`config.mk`:
```
export PLATFORM = sky130hd
export DESIGN_NAME = ntt_unload
export DESIGN_NICKNAME = d
export VERILOG_FILES = /design/src/rtl/ntt_unload.sv
export SDC_FILE = /design/constraint.sdc
export NUM_CORES = 1
export LEC_CHECK = 0
export BUFFER_PORTS_ARGS = -buffer_cell sky130_fd_sc_hd__buf_2
export CAP_MARGIN = 20
export CORE_MARGIN = 2
export CORE_UTILIZATION = 59
export CTS_CLUSTER_SIZE = 14
export DETAILED_ROUTE_END_ITERATION = 10
export HOLD_SLACK_MARGIN = 0.06
export PLACE_DENSITY = 0.78
export SETUP_SLACK_MARGIN = 0.5
export SLEW_MARGIN = 20
export SYNTH_ARGS = -nofsm -noshare
export SYNTH_HDL_FRONTEND = slang
export SYNTH_SLANG_ARGS = --single-unit
```
`constraint.sdc`:
```
create_clock -name clk -period 4.4 [get_ports clk]
set_input_delay 0.66 -clock clk [delete_from_list [all_inputs] [get_ports clk]]
set_output_delay 0.66 -clock clk [all_outputs]
set_load 0.05 [all_outputs]
```
`src/rtl/ntt_unload.sv`:
```
// Purpose: streams the 2*P-1 NTT product coefficients out as centered signed values.
// Latency: first beat RD_LAT+1 cycles after leaving IDLE, then one beat per cycle.
// Backpressure: reads are credit-limited so the RD_LAT+2 entry FIFO never overflows.
module ntt_unload #(
  parameter int P      = 761,
  parameter int Q      = 4591,
  parameter int PC     = 768,
  parameter int RD_LAT = 4,
  localparam int LG2_Q  = $clog2(Q),
  localparam int LG2_PC = $clog2(PC)
) (
  input  logic              clk,
  input  logic              rst,
  input  logic              ntt_valid,
  input  logic [LG2_Q-1:0]  ntt_dout,
  output logic [LG2_PC:0]   ntt_addr,
  output logic              ntt_input_fg,
  output logic [LG2_Q-1:0]  m_data,
  output logic [LG2_PC:0]   m_index,
  output logic              m_valid,
  input  logic              m_ready,
  output logic              m_last,
  output logic              busy,
  output logic              done
);

  localparam int AW    = LG2_PC + 1;
  localparam int DEPTH = RD_LAT + 2;
  localparam int PW    = (DEPTH > 1) ? $clog2(DEPTH) : 1;
  localparam int CW    = $clog2(DEPTH + 1);

  localparam logic [AW-1:0]    C_LAST = AW'(2 * P - 2);
  localparam logic [LG2_Q-1:0] C_Q    = LG2_Q'(Q);
  localparam logic [LG2_Q-1:0] C_HALF = LG2_Q'((Q - 1) / 2);

  typedef enum logic [2:0] {
    S_IDLE,
    S_READ,
    S_DRAIN,
    S_DONE,
    S_WAIT_LOW
  } state_t;

  state_t            r_state;
  logic [AW-1:0]     r_addr;
  logic              r_busy;
  logic              r_done;
  logic [AW-1:0]     r_oidx;
  logic [RD_LAT-1:0] r_tag;
  logic [LG2_Q-1:0]  r_mem [DEPTH];
  logic [PW-1:0]     r_wp;
  logic [PW-1:0]     r_rp;
  logic [CW-1:0]     r_count;

  logic [CW:0]       w_inflight;
  logic              w_room;
  logic              w_issue;
  logic              w_push;
  logic              w_pop;
  logic              w_last;
  logic [LG2_Q-1:0]  w_cent;

  function automatic logic [PW-1:0] f_inc(input logic [PW-1:0] p);
    return (p == PW'(DEPTH - 1)) ? '0 : p + PW'(1);
  endfunction

  // Count reads still travelling through the NTT read pipeline.
  always_comb begin
    w_inflight = '0;
    for (int i = 0; i < RD_LAT; i++) begin
      w_inflight = w_inflight + {{CW{1'b0}}, r_tag[i]};
    end
  end

  // A read may only go out when its data is guaranteed a FIFO slot on return.
  assign w_room  = (w_inflight + {1'b0, r_count}) < (CW + 1)'(DEPTH);
  assign w_issue = (r_state == S_READ) && w_room;
  assign w_push  = r_tag[RD_LAT-1];
  assign w_pop   = m_valid && m_ready;
  assign w_last  = (r_oidx == C_LAST);

  // Map [0,Q) onto the symmetric range around zero before storing.
  assign w_cent = (ntt_dout > C_HALF) ? (ntt_dout - C_Q) : ntt_dout;

  assign ntt_addr     = r_addr;
  assign ntt_input_fg = 1'b0;
  assign m_valid      = (r_count != '0);
  assign m_data       = r_mem[r_rp];
  assign m_index      = r_oidx;
  assign m_last       = m_valid && w_last;
  assign busy         = r_busy;
  assign done         = r_done;

  // Control FSM: owns the read address and the busy/done flags.
  always_ff @(posedge clk) begin
    if (!rst) begin
      r_state <= S_IDLE;
      r_addr  <= '0;
      r_busy  <= 1'b0;
      r_done  <= 1'b0;
    end else begin
      r_done <= 1'b0;
      case (r_state)
        S_IDLE: begin
          r_addr <= '0;
          if (ntt_valid) begin
            r_state <= S_READ;
            r_busy  <= 1'b1;
          end
        end
        S_READ: begin
          // The final address is held rather than advanced past the product.
          if (w_issue) begin
            if (r_addr == C_LAST) begin
              r_state <= S_DRAIN;
            end else begin
              r_addr <= r_addr + AW'(1);
            end
          end
        end
        S_DRAIN: begin
          if (w_pop && w_last) begin
            r_state <= S_DONE;
            r_busy  <= 1'b0;
            r_done  <= 1'b1;
          end
        end
        S_DONE: begin
          r_state <= S_WAIT_LOW;
        end
        S_WAIT_LOW: begin
          // A level that stays high after completion must not start another unload.
          if (!ntt_valid) begin
            r_state <= S_IDLE;
          end
        end
        default: begin
          r_state <= S_IDLE;
        end
      endcase
    end
  end

  // Issue tags line up each returning read word with its capture cycle; FIFO buffers it.
  always_ff @(posedge clk) begin
    if (!rst) begin
      r_tag   <= '0;
      r_wp    <= '0;
      r_rp    <= '0;
      r_count <= '0;
      for (int i = 0; i < DEPTH; i++) begin
        r_mem[i] <= '0;
      end
    end else begin
      r_tag <= (r_tag << 1) | RD_LAT'(w_issue);
      if (w_push) begin
        r_mem[r_wp] <= w_cent;
        r_wp        <= f_inc(r_wp);
      end
      if (w_pop) begin
        r_rp <= f_inc(r_rp);
      end
      case ({w_push, w_pop})
        2'b10:   r_count <= r_count + CW'(1);
        2'b01:   r_count <= r_count - CW'(1);
        default: r_count <= r_count;
      endcase
    end
  end

  // Output coefficient index advances with each accepted beat.
  always_ff @(posedge clk) begin
    if (!rst) begin
      r_oidx <= '0;
    end else if (r_state == S_IDLE) begin
      r_oidx <= '0;
    end else if (w_pop) begin
      r_oidx <= w_last ? '0 : r_oidx + AW'(1);
    end
  end

endmodule

```
# After elaboration in Yosys (flattened, before gate mapping)

Memories as Yosys holds them, arrays and structs flattened. A register that Yosys moved wholly into a read port is not among the register bits.
Cells that the tools add are included.

Add/sub/neg operators: 11
$lt $le $gt $ge: 2
Eq/ne operators: 16
Muxes and demuxes: 27
Bitwise logic cells: 2
Reduce and logical (&&, ||, !) cells: 15

Operator list:

| operator                 | count |
|---|---|
| $mux W11                 | 3 |
| $mux W3                  | 10 |
| $mux W13                 | 2 |
| $add A11 B1 Y11 const B  | 2 |
| $eq A11 B11 Y1 const B   | 2 |
| $pmux W11 S2             | 1 |
| $pmux W3 S5              | 1 |
| $gt A13 B12 Y1 const B   | 1 |
| $reduce_or A13 Y1        | 1 |
| $sub A13 B13 Y13 const B | 1 |
| $ne A2 B2 Y1 const B     | 5 |
| $add A3 B1 Y3 const B    | 3 |
| $eq A3 B3 Y1 const B     | 3 |
| $mux W1                  | 8 |
| $eq A3 B2 Y1 const B     | 2 |
| $pmux W3 S2              | 1 |
| $reduce_and A3 Y1        | 2 |
| $reduce_bool A2 Y1       | 3 |
| $reduce_and A5 Y1        | 1 |
| $add A3 B1 Y4            | 1 |
| $add A4 B3 Y4            | 1 |
| $logic_and A1 B1 Y1      | 4 |
| $lt A4 B3 Y1 const B     | 1 |
| $or A4 B1 Y4             | 1 |
| other kinds (13)         | 13 |

Register bits after elaboration: 40
RAM bits: 78
Input bits: 17
Output and inout bits: 40
Logic and storage cells: 83
Memories: 1

Memory list:

| memory | depth | width | rd ports | clocked after memory_dff | wr ports | line | source |
|---|---|---|---|---|---|---|---|
| r_mem  | 6     | 13    | 1        | 1                        | 6        | 50   | `logic [LG2_Q-1:0] r_mem [DEPTH];` |

# Logic depth before layout (Yosys ltp)

Depth after elaboration: 8
Gate-level depth with buffers: 9
Depth with buffers taken out: 9

# Least setup slack after synthesis

Ideal clock, no wire load.

Path kind: register to register
Start point: reg r_tag[0]
End point: reg r_addr[3], in the netlist ntt_addr[3]
Library setup time: 0.086 ns
Arrival time: 3.010 ns
Setup slack: 1.305 ns
Stages on the path, launching flop included: 10
Period minus slack after synthesis: 3.095 ns
Path through: dfxtp_1 fa_1 ha_1 a21o_1 fa_1 nor2b_1 a2111oi_4 o21ai_0 or3_1 a211oi_1

Cells in the longest elaborated chain, start to end: 8

RTL lines:

| item                        | line | source |
|---|---|---|
| start, declared             | 49   | `logic [RD_LAT-1:0] r_tag;` |
| start signal, assigned      | 155  | `r_tag <= (r_tag << 1) \| RD_LAT'(w_issue);` |
| $add A1 B1 Y2               | 71   | `w_inflight = w_inflight + {{CW{1'b0}}, r_tag[i]};` |
| $add A2 B1 Y3               | 71   |  |
| $add A3 B1 Y4               | 71   |  |
| $add A4 B3 Y4               | 76   | `assign w_room = (w_inflight + {1'b0, r_count}) < (CW + 1)'(DEPTH);` |
| $lt A4 B3 Y1                | 76   |  |
| $logic_and A1 B1 Y1         | 77   | `assign w_issue = (r_state == S_READ) && w_room;` |
| $ne A2 B2 Y1 (no line)      | n/a  |  |
| $reduce_and A3 Y1 (no line) | n/a  |  |
| end signal, assigned        | 117  | `r_addr <= r_addr + AW'(1);` |
| end, declared               | 45   | `logic [AW-1:0] r_addr;` |

Every way passes these cells.
A chain may end at the register's enable or synchronous reset.

# Worst setup path after layout

Start point: reg r_tag[3]
End point: reg r_addr[3], in the netlist ntt_addr[3]

Cells in the longest elaborated chain, start to end: 6

RTL lines:

| item                        | line |
|---|---|
| $add A3 B1 Y4               | 71 |
| $add A4 B3 Y4               | 76 |
| $lt A4 B3 Y1                | 76 |
| $logic_and A1 B1 Y1         | 77 |
| $ne A2 B2 Y1 (no line)      | n/a |
| $reduce_and A3 Y1 (no line) | n/a |

Every way passes these cells.

==> metrics.yaml <==
status: "completed"
critical_path.max_stage_delay_ns: 0.53
vias_per_cell: 6.15
synth_cell_types: 55
critPathArrivalTime_ns: 3.88
numCtsBuffers: 17
routabilityCongestion: 0.863
reg2reg_slack_ns: 0.85
synth_area_leader_cell: "edfxtp_1"
syn-cell-area_sq_um: 6670
core_area_sq_um: 10900
hold_path.class: "reg -> reg"
worstPathCellList: "fa_1 > ha_1 > a21o_1 > fa_1 > nor2b_1 > a2111oi_4 > o21ai_0 > or3_1 > a211oi_1"
nNetsFinal: 618
drt-pass1-iter-count: 6
drt_iter0_markers: 450
ys_top_cells_by_area: "edfxtp_1 (47%), dfxtp_1 (13%), mux4_2 (8.8%), nor2_1 (5.8%), mux2_2 (2.2%)"
power.density_nw_per_um2: 422
port_buffers: 55
die_h_microns: 110
fin_worst_skew_ns: 0.00860
cts_tree: "done"
hold_depth: 2
die_area_sq_um: 12200
path_max_fanout: 9
crit_required_ns: 4.73
grt_pass1_vias: 4398
hold_buffers: 0
crit_top_cell: "fa_1"
drv_cap: 0
ys_ff_latch: 147
fin_ws_ns: 0.852
grt_max_degree: 27
crit-reg2reg-launch: "r_tag[3]$_SDFF_PN0_"
dieWidth_microns: 110
cts_sinks: 147
synthFlopType: "edfxtp_1"
wl_microns: 14300
peakVddDrop_mv: 0.277
slowest_stage: "dfxtp_1"
rsz0062_at_grt: "false"
synth_edf_count: 104
max_freq_ghz: 0.282
overflow: 0
period_needed_ns: 3.55
htreeDepth: 4
synthArstFlopShare: 0
setup_viol: 0
io_pins: 57
dpl_worst_slack_ns: 0.912
reg2reg_depth: 9
via_count: 4566
yosys_warnings: 0
start_kind: "flip-flop"
placementRows: 38
min_to: "busy$_SDFFE_PN0P_"
grt_pass1_wl_microns: 22500
drive_gt1_frac: 0.229
critPathTopFamily: "adder cells"
dpl_cell_area_sq_um: 7040
r2r-end: "ntt_addr[3]$_SDFFE_PN0P_"
critical_path_buf_inv_count: 0
grtUsageTotal: 0.253
min_period_over_period: 0.806
antennaDiodeCount: 0
crit_path_end_kind: "flip-flop"
finalSetupTns_ns: 0
syn-num-nets: 567
synthToLayoutAreaGrowth_pct: 14.9
power_leakage_nw: 2.77
crit_type: "reg -> reg"
clock-root-buffer: "clkbuf_16"
clockBufferDepth: 2
total_power_mw: 3.23
synthCells: 539
stdcell_area_sq_um: 7660
post-dp-hpwl_microns: 9210
final_hold_viol_count: 0
post_cts_buffers: 0
start_util: 0.610
postRouteAntennaNets: 0
synth_top_area_share: 0.468
max-slew-margin-rel: 0.330
seq_area_frac_synth: 0.598
cts-resized-gates: 0
syn_avg_cell_area_sq_um: 12.4
clkLatencyLatePin_ns: 0.42
worstMarginPinSlew_ns: 1.01
antenna_found_initial: 0
hp-start: "busy$_SDFFE_PN0P_"
drv_slew: 0
clk_transition_reported_paths_ns: 0.06
hold_slack_ns: 0.494
wl_per_cell_microns: 19.2
drc: 0
-- synthesized netlist by cell type, types with 3 or more instances --
cell      instances
nand3_1          14
or4_1             3
edfxtp_1        104
nor3_1           10
xnor2_1          13
xor2_1           10
mux2i_1           3
and2_1            4
nor2_1          103
dfxtp_1          43
nand2b_1          4
a21oi_1          25
mux2_2           13
mux4_2           26
nand4_1          13
buf_2             4
fa_1              3
or3_1            13
and4_1            3
ha_1              8
clkbuf_1         20
o21ai_0          13
inv_1            18
nand2_1          28
-- per-stage QoR --
step / utilization / cells
6_report: 0.700 / 743
5_1_grt: 0.700 / 743
4_1_cts: 0.700 / 743
3_5_place_dp: 0.643 / 711
3_3_place_gp: 0.643 / 711
2_1_floorplan: - / 539
-- power by group --
group	switching [mW]	internal [mW]	total, mW
combinational	0.137	0.0622	0.199
sequential	0.0216	1.51	1.53
clock	0.592	0.910	1.50
-- how the worst max path moves through the flow --
| stage | from | slack, ns | end | depth (start not counted) |
|---|---|---|---|---|
| 2_1_floorplan | r_tag[0]$_SDFF_PN0_ | 1.30 | ntt_addr[3]$_SDFFE_PN0P_ | 9 |
| 3_3_place_gp | r_tag[3]$_SDFF_PN0_ | 1.01 | ntt_addr[3]$_SDFFE_PN0P_ | 9 |
| 3_5_place_dp | r_tag[3]$_SDFF_PN0_ | 0.91 | ntt_addr[3]$_SDFFE_PN0P_ | 9 |
| 4_1_cts | r_tag[3]$_SDFF_PN0_ | 0.89 | ntt_addr[3]$_SDFFE_PN0P_ | 9 |
| 5_1_grt | r_tag[3]$_SDFF_PN0_ | 0.67 | ntt_addr[3]$_SDFFE_PN0P_ | 9 |
| 6_report | r_tag[3]$_SDFF_PN0_ | 0.85 | ntt_addr[3]$_SDFFE_PN0P_ | 9 |
-- kinds of logic (layout without fill, tap and decap cells) --
| logic type | count (synthesis) | in the layout | share of synthesized area |
|---|---|---|---|
| and+or+nand+nor | 211 | 211 | 0.150 |
| DFF | 147 | 147 | 0.598 |
| AOI/OAI and AO/OA | 58 | 58 | 0.0556 |
| buffers and inverters | 46 | 110 | 0.0274 |
| muxes | 42 | 42 | 0.114 |
| xor gates and xnor gates | 23 | 23 | 0.0302 |
| adders and majority gates | 11 | 11 | 0.0240 |
| other | 1 | 1 | 0.000563 |
-- sequential cells by signal, summed over array words and instances, names as in the netlist, named ones only --
name and flops:
r_mem 104, m_index 11, ntt_addr 11, r_tag 4
r_count 3, r_rp 3, r_state 3, r_wp 3
busy 1, done 1
-- cell usage in the layout, fill, tap and decap left out, drive strengths merged, types with 14 or more instances in the layout --
| cell | n |
|---|---|
| mux4 | 26 |
| a21oi | 25 |
| clkbuf | 17 |
| buf | 59 |
| inv | 24 |
| edfxtp | 104 |
| o21ai | 14 |
| dfxtp | 43 |
| nor2 | 103 |
| nand3 | 14 |
| nand2 | 28 |
-- layout make-up --
type	instances	area (sq um)
timing repair buffer	59	305
tap	140	175
fill	773	3280
clock inverter	15	196
sequential	147	3990
clock buffer	17	425
inverter	19	71.3
multi-input combinational	346	2500
-- worst min-delay path, delay by kind of cell, from the launching register on --
kind / cells / cell delay [ns]
AOI/OAI and AO/OA: 2 / 0.14
DFF: 1 / 0.31
-- per-layer routing --
layer / vias up / global-route usage / share of wire
li1: 2095 / - / -
met1: 2233 / 0.308 / 0.37
met2: 205 / 0.435 / 0.53
met3: 33 / 0.0535 / 0.067
met4: 0 / 0.114 / 0.029
met5: - / 0 / 0
Note: power is estimated with default switching activity, not from simulation.
